**src/rtl/program_loader.sv**
```systemverilog
// program_loader: writer side of the instruction-memory interface.
//   Accepts a program as a valid/ready byte stream:
//     COUNT (N), then N words sent high byte first, then CHECK (XOR of the 2N word bytes).
//   Writes word k to instruction memory at address k, for k = 0..N-1.
//   After a good checksum it asserts cpu_run, which releases the core from hold.
// Ports:
//   clk, rst_n             clock, asynchronous active-low reset
//   start                  one-cycle pulse that opens a load session (from IDLE/DONE/ERR)
//   in_valid/in_data       byte source; in_ready is the loader's accept strobe
//   imem_we/addr/wdata     registered write port; we is high one cycle per word
//   cpu_run, done, error   session status, decoded from the state register
// ADDR_W is expected to be 8 or less, because N is a single byte.
module program_loader #(
    parameter int ADDR_W = 6
) (
    input  logic              clk,
    input  logic              rst_n,
    input  logic              start,
    input  logic              in_valid,
    input  logic [7:0]        in_data,
    output logic              in_ready,
    output logic              imem_we,
    output logic [ADDR_W-1:0] imem_addr,
    output logic [15:0]       imem_wdata,
    output logic              cpu_run,
    output logic              done,
    output logic              error
);
    typedef enum logic [2:0] {
        S_IDLE, S_COUNT, S_HI, S_LO, S_CHECK, S_DONE, S_ERR
    } state_t;

    localparam logic [8:0] DEPTH = 9'(1 << ADDR_W);

    state_t            state, next_state;
    logic [ADDR_W-1:0] addr;
    logic [7:0]        count;
    logic [7:0]        chk;
    logic [7:0]        hi;
    logic              xfer;
    logic              count_bad;
    logic              last_word;

    // Status outputs are Moore decodes of the state register. Reset therefore
    // clears them immediately, and no path exists from in_valid to in_ready.
    assign in_ready  = (state == S_COUNT) || (state == S_HI) ||
                       (state == S_LO)    || (state == S_CHECK);
    assign done      = (state == S_DONE);
    assign cpu_run   = (state == S_DONE);
    assign error     = (state == S_ERR);

    assign xfer      = in_valid && in_ready;
    // The count check is done at 9 bits, so N == depth is accepted.
    assign count_bad = (in_data == 8'd0) || ({1'b0, in_data} > DEPTH);
    assign last_word = (8'(addr) == count - 8'd1);

    always_ff @(posedge clk or negedge rst_n) begin
        if (!rst_n) state <= S_IDLE;
        else        state <= next_state;
    end

    always_comb begin
        next_state = state;
        case (state)
            S_IDLE:  if (start) next_state = S_COUNT;
            S_COUNT: if (xfer)  next_state = count_bad ? S_ERR : S_HI;
            S_HI:    if (xfer)  next_state = S_LO;
            S_LO:    if (xfer)  next_state = last_word ? S_CHECK : S_HI;
            S_CHECK: if (xfer)  next_state = (in_data == chk) ? S_DONE : S_ERR;
            S_DONE:  if (start) next_state = S_COUNT;
            S_ERR:   if (start) next_state = S_COUNT;
            default:            next_state = S_IDLE;
        endcase
    end

    // Datapath. The write is registered, so it lands in the cycle after the
    // low-byte handshake. That cycle overlaps the next HI or the CHECK byte,
    // so a continuous stream never stalls.
    always_ff @(posedge clk or negedge rst_n) begin
        if (!rst_n) begin
            addr       <= '0;
            count      <= '0;
            chk        <= '0;
            hi         <= '0;
            imem_we    <= 1'b0;
            imem_addr  <= '0;
            imem_wdata <= '0;
        end else begin
            imem_we <= 1'b0;
            if (xfer) begin
                case (state)
                    S_COUNT: if (!count_bad) begin
                        count <= in_data;
                        addr  <= '0;
                        chk   <= '0;
                    end
                    S_HI: begin
                        hi  <= in_data;
                        chk <= chk ^ in_data;
                    end
                    S_LO: begin
                        chk        <= chk ^ in_data;
                        imem_we    <= 1'b1;
                        imem_addr  <= addr;
                        imem_wdata <= {hi, in_data};
                        // addr stops at N-1 and never wraps.
                        if (!last_word) addr <= addr + 1'b1;
                    end
                    default: ;
                endcase
            end
        end
    end
endmodule
```
**config.mk**
```make
export PLATFORM = sky130hd
export DESIGN_NAME = program_loader
export DESIGN_NICKNAME = d
export VERILOG_FILES = /design/src/rtl/program_loader.sv
export SDC_FILE = /design/constraint.sdc
export NUM_CORES = 1
export LEC_CHECK = 0
export CAP_MARGIN = 0
export CORE_MARGIN = 8
export CORE_UTILIZATION = 58
export CTS_CLUSTER_DIAMETER = 80
export DETAILED_ROUTE_END_ITERATION = 7
export HOLD_SLACK_MARGIN = 0.05
export MAX_ROUTING_LAYER = met4
export PLACE_DENSITY_LB_ADDON = 0.05
export SLEW_MARGIN = 25
export SYNTH_ARGS = -nofsm -noshare
export SYNTH_HDL_FRONTEND = slang
export SYNTH_SLANG_ARGS = --single-unit
```
**constraint.sdc**
```tcl
create_clock -name clk -period 3.5 [get_ports clk]
set_input_delay 0.525 -clock clk [delete_from_list [all_inputs] [get_ports clk]]
set_output_delay 0.525 -clock clk [all_outputs]
set_load 0.03 [all_outputs]
```
# Word level (Yosys, flattened, before mapping)

Cells that the tools add are included.

Output and inout bits: 27
Input port bits: 12
Register bits: 56

Add/subtract/negate cells: 2
Magnitude comparators: 1
Bitwise operators: 2
Equal/unequal tests: 15
Reductions and logical operators: 17
Multiplexer cells: 16

Operator list:

| kind                                                                             | count |
|---|---|
| 3-bit two-way mux                                                                | 7 |
| 8-bit case mux with 2 select lines                                               | 1 |
| 3-bit case mux with 5 select lines                                               | 1 |
| 6-bit two-way mux                                                                | 2 |
| 2-bit inequality test (second input constant)                                    | 6 |
| 6-bit case mux with 2 select lines                                               | 1 |
| 3-bit equality test (second input constant)                                      | 3 |
| 6-bit by 8-bit equality test with 1-bit output                                   | 1 |
| 8-bit equality test                                                              | 1 |
| 8-bit by 7-bit greater-than comparator with 1-bit output (second input constant) | 1 |
| 8-bit zero test                                                                  | 1 |
| 8-bit two-way mux                                                                | 1 |
| 8-bit by 1-bit subtractor with 8-bit output (second input constant)              | 1 |
| 8-bit XOR                                                                        | 1 |
| 6-bit by 1-bit adder with 6-bit output (second input constant)                   | 1 |
| 3-bit by 2-bit equality test with 1-bit output (second input constant)           | 2 |
| 3-bit AND reduction                                                              | 2 |
| 5-bit AND reduction                                                              | 1 |
| 1-bit logical OR                                                                 | 4 |
| 2-bit AND reduction                                                              | 2 |
| 4-bit AND reduction                                                              | 1 |
| 2-bit nonzero test                                                               | 2 |
| 3-bit by 1-bit equality test with 1-bit output (second input constant)           | 1 |
| 3-bit zero test                                                                  | 1 |
| 7 further kinds                                                                  | 8 |

# Longest topological paths before layout

Depth in word-level cells: 7
Mapped depth: 9
Depth with buffers taken out: 8

# Worst setup path before layout

Ideal clock, no wire load.

Kind: input to register
Start point: input port in_data[5]
End point: register count[2]
Cell stages on the path: 7
Library setup time: 0.125 ns
Arrival time: 2.202 ns
Slack: 1.173 ns
Buffers on the path: 2
Cell sequence: or4_4 -> o31a_1 -> nor3_1 -> and3_1 -> buf_4 -> buf_6 -> mux2_2

Cells in the longest elaborated chain, start to end: 4
Elaborated cells on any way between the ends: 5
Classes of those cells: order compare: 1; bitwise: 1; reduce/logical: 3

RTL lines:

| element                                                                                            | RTL line | source |
|---|---|---|
| from (decl)                                                                                        | 20       | `input logic [7:0] in_data,` |
| 8-bit by 7-bit greater-than comparator with 1-bit output / 8-bit zero test (equally long branches) | 54       | `assign count_bad = (in_data == 8'd0) \|\| ({1'b0, in_data} > DEPTH);` |
| 1-bit logical OR *                                                                                 | 54       |  |
| 1-bit inverter (no line) *                                                                         | --       |  |
| 3-bit AND reduction (no line) *                                                                    | --       |  |
| to (signal assigned)                                                                               | 93       | `count <= in_data;` |
| to (decl)                                                                                          | 37       | `logic [7:0] count;` |

Every way passes the cells marked *; elsewhere a longest branch is shown, timed or not.
A chain may end at the register's enable or synchronous reset.

# Final worst setup path

Start point: input port in_data[5]
End point: register count[3]

Same word-level chain as after synthesis.

==> run_results.csv <==
group,metric,value,unit
status,status,"finished clean",
worst_setup_path,reg2reg_to,"addr[4]$_DFFE_PN0P_",
timing,hold_ws,0.2782,ns
synth,ys_seq_area_share,51.07,%
detailed_routing,first_pass_iters,4,
synth,ys.warnings.count,0,
synth,postSynthCellCount,240,
timing,slew_headroom,48.96,%
cts,cts_made_buffers,5,
worst_setup_path,crit_type,"primary input to flop",
synth,synth_compound_area_share,9.895,%
placed_design,dp_hpwl,4036,µm
cts,worstSkewPairLatency,0.31,ns
synth,yosysTopAreaCellShare,51.07,%
worst_setup_path,r2r-start,"count[2]$_DFFE_PN0P_",
synth,synth_fa_ha_area_share,0.9120,%
detailed_routing,drc,0,
layout,fin_nets,294,
floorplanning,dieArea,7188,µm²
worst_setup_path,cp.required,3.70,ns
run,max_cap_viol_count,0,
timing,fin_crit_sh,81.26,%
cts,clockBufferDepth,2,
grt,antenna_found_initial,0,
placed_design,place.gp.congestion,0.8185,
detailed_routing,avgRoutedWirePerCell,17.05,µm
grt,grtUsageTotal,17.50,%
synth,synth_area_leader_cell,"dfrtp_1",
detailed_routing,routed_wl,5677,µm
timing,clock-skew-final,0.004704,ns
power_and_ir_drop,p_comb_share,46.0,%
cts,root_buffer,"clkbuf_8",
cts,clk_pin_slew_worst_paths,0.09,ns
timing,rsz0062_at_grt,"false",
timing,hold_viol,0,
layout,fillerInstances,346,
worst_setup_path,start_kind,"primary input",
synth,yosys-mux-area-fraction,15.55,%
synth,ys_top_cells_by_count,"dfrtp_1 (56), mux2_2 (37), nor2_1 (15), o21ai_0 (15), xnor2_1 (15)",
power_and_ir_drop,pwr-share-clk,14.2,%
worst_setup_path,rrSetupSlack,1.28,ns
synth,ys_ff_latch,56,
timing,worst_pin_slew,0.7656,ns
power_and_ir_drop,pwr-share-seq,39.9,%
synth,synth_top_family_by_area,"multiplexers",
cts,cts_hold_buf,0,
floorplanning,core.rowCount,25,
power_and_ir_drop,totalPowerFinal,2.862,mW
layout,diodes,0,
cts,cts_sinks,56,
timing,tns,0,ns
synth,synth-main-ff-cell,"dfrtp_1",
floorplanning,io_pins,39,
layout,area_delta_synth_final,19.47,%
cts,cts_setup_buffers,0,
worst_setup_path,rr_worst_depth,6,
synth,ys_types,44,
cts,tritoncts,"yes",
synth,synth_nets,254,
synth,yosys.area_share.simple,13.63,%
layout,final_layout_size_suffix_gt1_share,20.43,%
power_and_ir_drop,p_leak,1.429,nW
grt,grt_pass1_vias,1979,
worst_hold_path,hold_path_class,"primary input to async pin",
placed_design,port_buffers,38,
worst_setup_path,crit_fanout,14,
synth,avgSynthCellArea,11.43,µm²
cts,ctsResizeCount,0,
synth,yosysMostFrequentCell,"dfrtp_1",
timing,period_needed,2.844,ns
detailed_routing,routed_via_density,5.826,
power_and_ir_drop,p_int,1.770,mW
floorplanning,die_h,84.78,µm
cts,htreeDepth,2,
layout,post-route-util,70.81,%
grt,grt_overflow,0,
worst_setup_path,arrival,3.05,ns
detailed_routing,drtIter0Drc,64,
power_and_ir_drop,switching_share,38.14,%
floorplanning,start_util,59.27,%
timing,maxSlewViolCount,0,
timing,fmax,351.6,MHz
synth,synthXorXnorAreaFrac,5.107,%
power_and_ir_drop,p_sw,1.092,mW
timing,setup_viol,0,
detailed_routing,vias,1940,
synth,async_flop_share,100.0,%
power_and_ir_drop,vdd_drop_max,0.4894,mV
synth,synth.area.top_cells,"dfrtp_1 (51%), mux2_2 (15%), xnor2_1 (4.8%)",
power_and_ir_drop,pwr_density_cell,873.0,nW/µm²
synth,synth_edf_count,0,
synth,syn_area,2744,µm²
floorplanning,core_area,4629,µm²
detailed_routing,ant_nets,0,
grt,grt_max_degree,35,
floorplanning,die_w,84.78,µm
worst_setup_path,cp-end-kind,"flop",
grt,grt_pass1_wl,9715,µm
[through the flow]
step	std cells	area, µm²	setup WS, ns
2_1_floorplan	240	2744	1.173
3_3_place_gp	327	3179	0.4683
3_5_place_dp	327	3179	0.3656
4_1_cts	333	3278	0.6953
5_1_grt	333	3278	0.5344
6_report	333	3278	0.6558
[per-layer routing]
layer  track usage [%]  up-vias  routed length (µm)
met1             22.42      953                2733
li1                  -      934                   -
met5                 -        -                   0
met2             25.27       45                2564
met4             7.929        0                  97
met3             4.683        8                 282
[layout by cell type, fill, tap and decap left out, types with 2 or more instances in the layout]
cell             instances
nor4_1                   2
mux2_2                  37
clkdlybuf4s50_1         37
nor3b_1                  6
and3_1                   3
and2_1                   2
nor3_1                   7
nand2b_1                 4
a31oi_1                  2
ha_1                     2
o31a_1                   2
a21oi_1                  5
xnor2_1                 15
or4_1                    2
buf_4                    9
dfrtp_1                 56
inv_1                    8
a21o_1                   5
nor2b_1                  4
nand2_1                  6
o2bb2ai_1                3
nand4_1                  6
clkbuf_8                 5
nor2_1                  15
o21ai_0                 15
[critical path, cell delays in order]
cell	delay, ns
clkdlybuf4s50_1	0.46
or4_4	0.57
o31a_1	0.29
nor3_1	0.23
and3_1	0.57
mux2_2	0.40
[flip-flops by register name, indices dropped and copies added (netlist names)]
register	count
chk	8
imem_we	1
hi	8
count	8
state	3
addr	6
imem_wdata	16
imem_addr	6
[cell families after synthesis]
kind of cell | after synthesis
mux | 38
fa+ha+maj | 2
simple gates | 65
flops | 56
buf+inv | 22
compound gates | 41
xor+xnor | 16
[how the worst max path moves through the flow]
stage / from / to / slack [ns] / cells after the start
3_5_place_dp: in_data[5] / count[3]$_DFFE_PN0P_ / 0.37 / 6
6_report: in_data[5] / count[3]$_DFFE_PN0P_ / 0.66 / 6
5_1_grt: in_data[5] / addr[4]$_DFFE_PN0P_ / 0.53 / 7
2_1_floorplan: in_data[5] / count[2]$_DFFE_PN0P_ / 1.17 / 7
4_1_cts: in_data[5] / count[3]$_DFFE_PN0P_ / 0.70 / 6
3_3_place_gp: in_data[5] / count[6]$_DFFE_PN0P_ / 0.47 / 6
[cell type report]
| class | count | area (µm²) | share of cell area (%) |
|---|---|---|---|
| inverter | 8 | 30.03 | 0.9160 |
| clock inverter | 1 | 30.03 | 0.9160 |
| timing repair buffer | 47 | 442.9 | 13.51 |
| clock buffer | 5 | 68.82 | 2.099 |
| sequential | 56 | 1401 | 42.75 |
| multi-input combinational | 162 | 1237 | 37.75 |
| tap | 54 | 67.56 | 2.061 |
[power by group through the flow]
stage	registers (mW)	logic, mW	clock network [mW]
2_1_floorplan	1.29	0.747	0
3_5_place_dp	1.15	1.33	0
3_3_place_gp	1.15	1.31	0
5_1_grt	1.19	1.42	0.435
4_1_cts	1.14	1.33	0.416
6_report	1.14	1.32	0.405
(Power assumes the default switching activity.)
